**config.mk**
```make
export PLATFORM = sky130hd
export DESIGN_NAME = instr_sequencer
export DESIGN_NICKNAME = d
export VERILOG_FILES = /design/src/rtl/cpu_pkg.sv /design/src/rtl/instr_sequencer_prog_mem.sv /design/src/rtl/instr_sequencer.sv
export SDC_FILE = /design/constraint.sdc
export NUM_CORES = 1
export LEC_CHECK = 0
export BUFFER_PORTS_ARGS = -buffer_cell sky130_fd_sc_hd__buf_2
export CORE_MARGIN = 3
export CORE_UTILIZATION = 40
export DETAILED_ROUTE_END_ITERATION = 8
export HOLD_SLACK_MARGIN = 0.15
export MAX_ROUTING_LAYER = met4
export SLEW_MARGIN = 20
export SYNTH_ARGS = -nofsm -noshare
export SYNTH_HDL_FRONTEND = slang
export SYNTH_SLANG_ARGS = --single-unit
```
**constraint.sdc**
```tcl
create_clock -name clk -period 2.55 [get_ports clk]
set_input_delay 0.51 -clock clk [delete_from_list [all_inputs] [get_ports clk]]
set_output_delay 0.51 -clock clk [all_outputs]
set_load 0.01 [all_outputs]
```
**src/rtl/cpu_pkg.sv**
```systemverilog
// Shared definitions for the teaching CPU: opcode encodings and sequencer states.
package cpu_pkg;

  localparam int OPC_W = 3;

  localparam logic [OPC_W-1:0] OPC_ADD  = 3'd0;
  localparam logic [OPC_W-1:0] OPC_ADDI = 3'd1;
  localparam logic [OPC_W-1:0] OPC_SUB  = 3'd2;
  localparam logic [OPC_W-1:0] OPC_LW   = 3'd3;
  localparam logic [OPC_W-1:0] OPC_SW   = 3'd4;
  localparam logic [OPC_W-1:0] OPC_BEQ  = 3'd5;
  localparam logic [OPC_W-1:0] OPC_NOP  = 3'd6;
  localparam logic [OPC_W-1:0] OPC_HALT = 3'd7;

  localparam logic [2:0] ST_IDLE   = 3'd0;
  localparam logic [2:0] ST_FETCH  = 3'd1;
  localparam logic [2:0] ST_ISSUE  = 3'd2;
  localparam logic [2:0] ST_BRWAIT = 3'd3;
  localparam logic [2:0] ST_HALT   = 3'd4;

endpackage

```
**src/rtl/instr_sequencer_prog_mem.sv**
```systemverilog
// Program memory: single write port, synchronous read with one cycle of latency.
module prog_mem #(
  parameter int ADDR_W  = 5,
  parameter int INSTR_W = 16
) (
  input  logic               clk,
  input  logic               we,
  input  logic [ADDR_W-1:0]  waddr,
  input  logic [INSTR_W-1:0] wdata,
  input  logic [ADDR_W-1:0]  raddr,
  output logic [INSTR_W-1:0] rdata
);

  logic [INSTR_W-1:0] mem [2**ADDR_W];

  // Write-first: a read of the address being written returns the new word.
  always_ff @(posedge clk) begin
    if (we) begin
      mem[waddr] <= wdata;
    end
    if (we && (waddr == raddr)) begin
      rdata <= wdata;
    end else begin
      rdata <= mem[raddr];
    end
  end

endmodule

```
**src/rtl/instr_sequencer.sv**
```systemverilog
// Instruction sequencer: program memory, PC, fetch and valid/ready issue to the decoder.
// Optional performance counters (retired, stall_cycles) are built when INSTR_SEQ_PERF_EN is defined.
module instr_sequencer
  import cpu_pkg::*;
#(
  parameter int ADDR_W  = 5,
  parameter int INSTR_W = 16,
  parameter int OFF_W   = 5
) (
  input  logic               clk,
  input  logic               reset,
  input  logic               prog_we,
  input  logic [ADDR_W-1:0]  prog_addr,
  input  logic [INSTR_W-1:0] prog_data,
  input  logic               start,
  output logic               instr_valid,
  input  logic               instr_ready,
  output logic [INSTR_W-1:0] instr,
  output logic [OPC_W-1:0]   opcode,
  output logic [ADDR_W-1:0]  pc,
  input  logic               branch_taken,
  output logic               halted,
  output logic               busy
`ifdef INSTR_SEQ_PERF_EN
  ,
  output logic [15:0]        retired,
  output logic [15:0]        stall_cycles
`endif
);

  logic [2:0]               state, state_nxt;
  logic [ADDR_W-1:0]        pc_nxt;
  logic [ADDR_W-1:0]        br_off;
  logic [INSTR_W-1:0]       rdata;
  logic [OPC_W-1:0]         rdata_opc;
  logic signed [OFF_W-1:0]  off;
  logic                     idle_like;
  logic                     go;
  logic                     hs;
  logic                     mem_we;

  assign idle_like = (state == ST_IDLE) || (state == ST_HALT);
  assign go        = idle_like && start;
  assign hs        = instr_valid && instr_ready;
  assign mem_we    = idle_like && prog_we;
  assign busy      = !idle_like;
  assign opcode    = instr[INSTR_W-1 -: OPC_W];
  assign rdata_opc = rdata[INSTR_W-1 -: OPC_W];
  assign off       = instr[OFF_W-1:0];
  assign br_off    = ADDR_W'(off);

  // The RAM is addressed with next-cycle PC so the word is ready during FETCH.
  prog_mem #(
    .ADDR_W  (ADDR_W),
    .INSTR_W (INSTR_W)
  ) u_mem (
    .clk   (clk),
    .we    (mem_we),
    .waddr (prog_addr),
    .wdata (prog_data),
    .raddr (pc_nxt),
    .rdata (rdata)
  );

  always_comb begin
    state_nxt = state;
    pc_nxt    = pc;
    case (state)
      ST_IDLE, ST_HALT: begin
        if (start) begin
          pc_nxt    = '0;
          state_nxt = ST_FETCH;
        end
      end
      ST_FETCH: begin
        state_nxt = (rdata_opc == OPC_HALT) ? ST_HALT : ST_ISSUE;
      end
      ST_ISSUE: begin
        if (instr_ready) begin
          if (opcode == OPC_BEQ) begin
            state_nxt = ST_BRWAIT;
          end else begin
            pc_nxt    = pc + ADDR_W'(1);
            state_nxt = ST_FETCH;
          end
        end
      end
      ST_BRWAIT: begin
        pc_nxt    = branch_taken ? (pc + br_off) : (pc + ADDR_W'(1));
        state_nxt = ST_FETCH;
      end
      default: begin
        state_nxt = ST_IDLE;
      end
    endcase
  end

  always_ff @(posedge clk) begin
    if (reset) begin
      state       <= ST_IDLE;
      pc          <= '0;
      instr       <= '0;
      instr_valid <= 1'b0;
      halted      <= 1'b0;
    end else begin
      state <= state_nxt;
      pc    <= pc_nxt;
      if (state == ST_FETCH) begin
        instr       <= rdata;
        instr_valid <= (rdata_opc != OPC_HALT);
        halted      <= (rdata_opc == OPC_HALT);
      end
      if (hs) begin
        instr_valid <= 1'b0;
      end
      if (go) begin
        halted <= 1'b0;
      end
    end
  end

`ifdef INSTR_SEQ_PERF_EN
  // Both counters saturate rather than wrap.
  always_ff @(posedge clk) begin
    if (reset || go) begin
      retired      <= '0;
      stall_cycles <= '0;
    end else begin
      if (hs && (retired != 16'hFFFF)) begin
        retired <= retired + 16'd1;
      end
      if (instr_valid && !instr_ready && (stall_cycles != 16'hFFFF)) begin
        stall_cycles <= stall_cycles + 16'd1;
      end
    end
  end
`endif

endmodule

```
# [Word level (Yosys, flattened, before mapping)]
# Memories as Yosys holds them, arrays and structs flattened. A register that Yosys moved wholly into a read port is not among the register bits.
# Cells that the tools add are included.
[op_classes] add_sub_neg=2 n_eq_ne=9 n_mux=12 n_reduce_logical=10
[op_table] operator="$mux W5" n=4
[op_table] operator="$pmux W5 S3" n=1
[op_table] operator="$pmux W3 S4" n=1
[op_table] operator="$eq A3 B3 Y1 const B" n=3
[op_table] operator="$mux W3" n=3
[op_table] operator="$eq A3 B2 Y1 const B" n=2
[op_table] operator="$reduce_or A2 Y1" n=3
[op_table] operator="$add A5 B1 Y5 const B" n=1
[op_table] operator="$add A5 B5 Y5" n=1
[op_table] operator="$ne A2 B2 Y1 const B" n=2
[op_table] operator="$eq A3 B1 Y1 const B" n=1
[op_table] operator="$logic_and A1 B1 Y1" n=3
[op_table] operator="$logic_not A3 Y1" n=1
[op_table] operator="$ne A3 B3 Y1 const B" n=1
[op_table] operator="$mux W1" n=2
[op_table] operator="$mux W2" n=1
[op_table] operator="$reduce_and A2 Y1" n=1
[op_table] operator="$logic_not A1 Y1" n=1
[op_table] operator="$logic_or A1 B1 Y1" n=1
[totals] ff_bits=26 mem_bits_rw=512 output_inout_bits=27 word_cells=39 n_memories=1
[memory_table] memory="u_mem.mem" words=32 word_bits=16 read_ports=1 rd_clocked_by_memory_dff=1 wr=1 line="instr_sequencer_prog_mem.sv:14" rtl="logic [INSTR_W-1:0] mem [2**ADDR_W];"

# [Longest topological paths before layout]
# Gate-level depths: netlist of the first run.
[logic_depth] word_depth=5 ltp_mapped=7 mapped_depth_nobuf=7

# [By module]
# From an unflattened synthesis of the first run, not the netlist that was laid out.
[hier_totals] hier_cells=1307 hier_area_um2=21735.8
[modules_own_cells] mod="prog_mem" n_inst=1 cells_each=1132 area_per_inst_um2=20315.7 seq_area_each_um2=15474.8
[modules_own_cells] mod="instr_sequencer" n_inst=1 cells_each=175 area_per_inst_um2=1420.1 seq_area_each_um2=520.5

# [Worst setup path before layout of the first run]
# Ideal clock, no wire load.
[synth_timing] path_kind="register to register" from="reg state[0]" to="mem u_mem.mem[12][0], enable pin" setup_time_ps=388 t_arrival_ps=1943 required_ps=2162 path_slack_ps=219 stages_incl_launch_ff=6 n_path_buf=1 period_less_slack_ps=2331 path_cell_list="dfxtp_1 > nor2_1 > nand2_1 > or3_1 > clkbuf_1 > nor2_1"
[synth_between] elab_chain_cells=5 word_cells_on_any_way=6
[synth_lines] element="start: declaration" line="instr_sequencer.sv:31" rtl="logic [2:0] state, state_nxt;"
[synth_lines] element="start signal: assignment" line="instr_sequencer.sv:106" rtl="state <= state_nxt;"
[synth_lines] element="$eq A3 B3 Y1 / $logic_not A3 Y1 (equally long branches)" line="instr_sequencer.sv:42" rtl="assign idle_like = (state == ST_IDLE) || (state == ST_HALT);"
[synth_lines] element="$logic_or A1 B1 Y1 (*)" line="instr_sequencer.sv:42"
[synth_lines] element="$logic_and A1 B1 Y1 (*)" line="instr_sequencer.sv:45" rtl="assign mem_we = idle_like && prog_we;"
[synth_lines] element="$mux W1 (*)" line="instr_sequencer_prog_mem.sv:18" rtl="if (we) begin"
[synth_lines] element="$mux W1 (not written as such) (*)" line="instr_sequencer_prog_mem.sv:19" rtl="mem[waddr] <= wdata;"
[synth_lines] element="end: declaration" line="instr_sequencer_prog_mem.sv:14"
# Mark *: on every way between the ends. The rest lies on a longest branch, timed or not.

==> flow_summary.json, run 1 <==
{
  "h_tree_levels": 2,
  "worstSetupStartpointType": "flop",
  "rows": 83,
  "post_synth_main_area_contributors": "edfxtp_1, mux4_2, dfxtp_1, mux2i_1, nor2_1",
  "wire_length_of_the_first_global_routing_pass_mm": 71.0,
  "post_cts_resized": 0,
  "clock_latency_ps": 600,
  "route.antenna.remaining_nets": 0,
  "worstRegToRegCells": 6,
  "drt_pass1_iterations": 5,
  "final_max_tran_viols": 0,
  "cts_tree": "built",
  "critical_path_required_ps": 2980,
  "post-route-period-util_pct": 94.2,
  "worst_setup_hold_path_clk_slew_ps": 60,
  "totalPowerFinal_w": 0.0191,
  "clock_path_buffers": 3,
  "first_global_vias": 10322,
  "pin_count_of_the_biggest_net_entering_global_routing": 47,
  "post-cts-setup-buffer-count": 0,
  "fillCellCount": 4193,
  "gr-total-overflow": 0,
  "worst_margin_pin_slew_ps": 690,
  "gp_congestion": 0.810,
  "initial_core_util_pct": 40.7,
  "synthDominantAreaCellType": "edfxtp_1",
  "holdPathStages": 2,
  "synthesis.area_per_instance_um2": 21.9,
  "critical_path_class": "flop to flop",
  "fin_worst_hold_slack_ps": 194,
  "max_cap_violation_count": 0,
  "final_count_of_hold_timing_violations": 0,
  "die_height_um": 235,
  "timing.hold.worst.class": "input port to flop",
  "die-area_mm2": 0.0554,
  "yosysUniqueCellTypes": 41,
  "core_area_mm2": 0.0516,
  "timing.clock.skew_ps": 15.4,
  "synth.ff_latch_count": 543,
  "post_synth_arst_share_pct": 0,
  "layout.cells.non_filler": 1827,
  "worstReg2RegEnd": "halted$_SDFFE_PP0N_",
  "cp_data_arrival_time_ps": 2830,
  "dp_hpwl_mm": 29.0,
  "tritoncts.num_buffers": 55,
  "buffer_ports.inserted": 53,
  "vias_per_cell": 5.54,
  "dpl.cell_count": 1723,
  "dominantRegCellSynth": "edfxtp_1",
  "max_clock_freq_mhz": 416,
  "ioPinCount": 54,
  "setup_ws_ps": 149,
  "grt_antenna_before_repair": 1,
  "status": "complete, no violations",
  "period_minus_slack_ps": 2400,
  "cts_num_sinks": 543,
  "flow.area_growth_from_synthesis_pct": 16.6,
  "hold_path_startpoint": "start",
  "synthDominantCellAreaShare_pct": 73.1,
  "end_point_of_the_most_critical_hold_path": "halted$_SDFFE_PP0N_",
  "die_x_um": 235,
  "number_of_enable_flip_flop_cells_after_synthesis": 512,
  "syn-cell-area_mm2": 0.0210,
  "count_of_final_setup_violators": 0,
  "fin_tns_setup_ps": 0,
  "ys_warn_count": 0,
  "timing.critical_path.to_type": "flop",
  "critical_path_peak_fanout": 15,
  "reg2reg_setup_slack_ps": 150,
  "layout.nets": 1133,
  "synthesis.instances": 958,
  "vias": 10130,
  "power.leakage_nw": 7.64,
  "postCtsHoldBufs": 0,
  "wl_per_cell_um": 26.1,
  "grt_setup_unrepaired": "no",
  "grtUsageTotal_pct": 17.9,
  "clk_root_buffer_cell": "clkbuf_16",
  "drt-total-wl_mm": 47.7,
  "proportion_of_layout_cells_with_a_drive_suffix_above_1_pct": 34.7,
  "route.detailed.drc": 0,
  "slew-limit-headroom_pct": 54.0,
  "power.density_cell_area_mw_per_mm2": 779,
  "vdd_ir_drop_max_uv": 525,
  "seq_area_frac_synth_pct": 76.1,
  "setup_slack_at_placement_ps": 152,
  "drt_iter0_markers": 1057,
  "synthesis.nets": 991
}
==> routing by layer <==
metal	GRT usage, %	wire length [µm]	up-vias
met4	4.81	872	0
met5	-	0	-
met2	27.0	22600	286
li1	-	-	4316
met3	2.57	2780	57
met1	25.8	21400	5471
==> area by class of cell <==
class / instances / area [µm²] / area share (%)
inverter: 3 / 11.3 / 0.0459
clock buffer: 77 / 1530 / 6.24
multi-input combinational: 363 / 4870 / 19.8
sequential: 543 / 16000 / 65.3
timing repair buffer: 134 / 1010 / 4.12
antenna: 1 / 2.50 / 0.0102
tap: 680 / 851 / 3.47
clock inverter: 26 / 246 / 1.00
==> cell families (layout without fill, tap and decap cells) <==
kind of cell,Yosys count,after routing,share of synthesized area (%)
AO/OA/AOI/OAI,44,44,1.43
buffers and inverters,52,240,1.17
flip-flops,543,543,76.1
other,0,1,0
XOR/XNOR,7,7,0.292
adder cells (fa/ha/maj),6,6,0.393
multiplexers,202,202,18.4
AND/OR/NAND/NOR,104,104,2.27
==> worst max-delay path by stage <==
stage / startpoint / depth (start not counted) / endpoint
after floorplan: state[0]$_SDFFE_PP0P_ / 5 / u_mem.mem[12][0]$_DFFE_PP_
after global placement: flop / 6 / halted$_SDFFE_PP0N_
after detailed placement: flop / 6 / halted$_SDFFE_PP0N_
after CTS: flop / 6 / halted$_SDFFE_PP0N_
after global routing: flop / 6 / halted$_SDFFE_PP0N_
final: flop / 6 / halted$_SDFFE_PP0N_
==> sequential cells by signal (all words and copies together) (netlist names), named ones only <==
| register | count |
|---|---|
| halted | 1 |
| instr | 16 |
| instr_valid | 1 |
| pc | 5 |
| state | 3 |
| u_mem.mem | 512 |
==> cell usage in the layout (no fill, tap or decap), types with 4 or more instances in the layout <==
| master | count |
|---|---|
| a21o_1 | 4 |
| bufinv_16 | 4 |
| ha_1 | 5 |
| nor2_1 | 25 |
| o21ai_1 | 4 |
| buf_12 | 11 |
| a211oi_1 | 15 |
| a21oi_1 | 9 |
| nand3b_1 | 6 |
| buf_2 | 53 |
| clkbuf_16 | 57 |
| xor2_1 | 4 |
| nor2_2 | 33 |
| clkbuf_1 | 17 |
| edfxtp_1 | 512 |
| nand2_1 | 16 |
| nand3_1 | 6 |
| clkinv_2 | 12 |
| dfxtp_1 | 28 |
| clkinv_1 | 6 |
| mux4_2 | 147 |
| buf_4 | 70 |
| mux2i_1 | 54 |
==> cells in the mapped netlist, types with 7 or more instances <==
master and n:
clkbuf_1 14, buf_2 20, buf_4 7, nand2_1 16
a211oi_1 15, edfxtp_1 512, nor2_1 58, mux4_2 147
a21oi_1 9, buf_1 8, mux2i_1 54, dfxtp_1 31
==> power by group <==
| group | switching [W] | total (W) | internal (W) |
|---|---|---|---|
| clock | 0.00329 | 0.00789 | 0.00460 |
| sequential | 0.0000882 | 0.00995 | 0.00986 |
| combinational | 0.000690 | 0.00126 | 0.000573 |
==> worst max-delay path: stages, from the launching register on <==
cell and delay, ps:
dfxtp_4 440, buf_12 190, mux4_2 510, mux4_2 470, mux2_2 310, or4b_1 220, a221oi_1 90
==> metrics by stage <==
step | instance area (µm²) | utilization [%]
5_1_grt | 24500 | 47.5
3_3_place_gp | 22700 | 44.1
2_1_floorplan | 21000 | -
3_5_place_dp | 22700 | 44.1
6_report | 24500 | 47.5
4_1_cts | 24500 | 47.5
Power figures use the tool's default switching activity.
==> inputs of run 2 (changes only) <==
GPL_TIMING_DRIVEN = 0   (was default)
==> run 2 against run 1 <==
Design area is 0.18% higher. Die area stayed put. Critical path depth stayed put. Clock skew is 6.9 ps higher. Combinational power is 6% higher.
==> flow_summary.json, run 2 (same netlist as run 1, synthesis figures left out) <==
{
  "grtUsageTotal_pct": 17.9,
  "gp_congestion": 0.849,
  "final_max_tran_viols": 0,
  "clock_path_buffers": 3,
  "timing.hold.worst.class": "input port to flop",
  "crit_path_frequent_cell": "mux4_2",
  "timing.critical_path.to_type": "flop",
  "flow.area_growth_from_synthesis_pct": 16.9,
  "drt_pass1_iterations": 5,
  "dpl.cell_count": 1715,
  "cts_num_sinks": 543,
  "period_minus_slack_ps": 2470,
  "initial_core_util_pct": 40.7,
  "pin_count_of_the_biggest_net_entering_global_routing": 33,
  "vdd_ir_drop_max_uv": 530,
  "ioPinCount": 54,
  "proportion_of_layout_cells_with_a_drive_suffix_above_1_pct": 33.5,
  "rows": 83,
  "core_area_mm2": 0.0516,
  "route.detailed.drc": 0,
  "first_global_vias": 10421,
  "hold_path_startpoint": "branch_taken",
  "path_cells": "buf_4, mux4_2, mux4_2, mux2_2, or4b_1, a221oi_1",
  "grt_setup_unrepaired": "yes",
  "grt_antenna_before_repair": 1,
  "worst_setup_hold_path_clk_slew_ps": 60,
  "vias_per_cell": 5.50,
  "largestRegisters": "u_mem.mem: 512 flops, instr: 16 flops, pc: 5 flops",
  "h_tree_levels": 2,
  "timing.clock.skew_ps": 22.3,
  "die_height_um": 235,
  "count_of_final_setup_violators": 0,
  "max_cap_violation_count": 0,
  "drt_iter0_markers": 975,
  "timing.critical_path.buf_inv": 1,
  "status": "complete, no violations",
  "layout_commonest_cell": "edfxtp_1",
  "cp_slowest_cell": "mux4_2",
  "seqCellArea_mm2": 0.0160,
  "final_count_of_hold_timing_violations": 0,
  "die_x_um": 235,
  "layout.nets": 1133,
  "largest-register": "u_mem.mem",
  "critical_path_class": "flop to flop",
  "multi_input_area_mm2": 0.00495,
  "cp_top_family": "multiplexers",
  "gr-total-overflow": 0,
  "route.antenna.remaining_nets": 0,
  "worstSetupStartpointType": "flop",
  "drt-total-wl_mm": 48.1,
  "wire_length_of_the_first_global_routing_pass_mm": 71.0,
  "cp_data_arrival_time_ps": 2940,
  "post-route-period-util_pct": 96.8,
  "die-area_mm2": 0.0554,
  "clk_root_buffer_cell": "clkbuf_16",
  "critical_path_required_ps": 3020,
  "worst_margin_pin_slew_ps": 749,
  "fin_tns_setup_ps": 0,
  "most_frequent_cells_in_the_layout": "edfxtp_1, mux4_2, buf_2",
  "wl_per_cell_um": 26.3,
  "buffer_ports.inserted": 52,
  "flip_flop_count_of_the_largest_register_after_layout": 512,
  "slew-limit-headroom_pct": 50.1,
  "critical-path-max-stage-delay_ps": 590,
  "layout.cells.non_filler": 1828,
  "max_clock_freq_mhz": 405,
  "fillCellCount": 4186,
  "cts_tree": "built",
  "power.leakage_nw": 7.61,
  "critical_path_peak_fanout": 10,
  "totalPowerFinal_w": 0.0192,
  "dp_hpwl_mm": 31.5,
  "tritoncts.num_buffers": 55,
  "vias": 10057,
  "clock_latency_ps": 620,
  "power.density_cell_area_mw_per_mm2": 782
}
run 2: cell count changes in the layout (fill, tap and decap cells not counted), sizes merged:
cell           delta
buf              -21
clkbuf           +12
clkinv           +10
clkinvlp          -2
inv               -2
bufinv            +1
clkdlybuf4s15     +1
diode             +1
dlygate4sd3       +1
run 2: repair_timing:
action                                  in CTS  in global routing
setup buffers                                8                  0
endpoints found under the setup margin     355                 30
pin swaps                                    6                  1
hold endpoints to repair                     1                  0
gates resized for setup                     34                 16
hold buffers                                 1                  0
run 2: final cells by class:
| type | count | area share, % |
|---|---|---|
| well taps | 680 | 3.46 |
| clock buffers | 70 | 5.94 |
| multi-input cells | 363 | 20.1 |
| plain buffers | 48 | 1.26 |
| diodes | 2 | 0.0204 |
| flip-flops and latches | 543 | 65.1 |
| repair buffers | 86 | 2.73 |
| inverters | 3 | 0.0458 |
| clock inverters | 33 | 1.30 |
run 2: worst min-delay path: cells and delay by family:
family / cells / cell delay (ps)
simple gates: 1 / 90
compound gates: 1 / 70
buf+inv: 1 / 130
run 2: final timing paths:
kind / to / slack [ps] / cells past startpoint
setup / recovery: halted$_SDFFE_PP0N_ / 80 / 6
hold / removal: pc[0]$_SDFF_PP0_ / 250 / 3
setup reg to reg: halted$_SDFFE_PP0N_ / 80 / 6
hold reg to reg: halted$_SDFFE_PP0N_ / 480 / 2
run 2: stage by stage:
stage / cell area (µm²) / utilization (%) / hold slack [ps] / setup slack (ps)
CTS: 24500 / 47.5 / 222 / -23.3
finish: 24600 / 47.6 / 248 / 82.8
global placement: 22100 / 42.9 / 465 / -918
global route: 24600 / 47.6 / 279 / -4.24
floorplan: 21000 / - / 497 / 219
detailed placement: 22600 / 43.7 / 472 / -364
run 2: power breakdown:
group | switching [W] | internal [W] | leakage (nW) | total [W]
clock network | 0.00339 | 0.00456 | 0.878 | 0.00794
logic | 0.000772 | 0.000565 | 1.87 | 0.00134
registers | 0.0000780 | 0.00986 | 4.86 | 0.00994
total | 0.00423 | 0.0150 | 7.61 | 0.0192
run 2: routing by layer:
metal  wire length (µm)  vias to the layer above  track usage [%]
li1                   -                     4308                -
met1              21000                     5370             24.7
met2              23600                      322             28.3
met3               2680                       57             2.71
met4                821                        0             4.89
met5                  0                        -                -
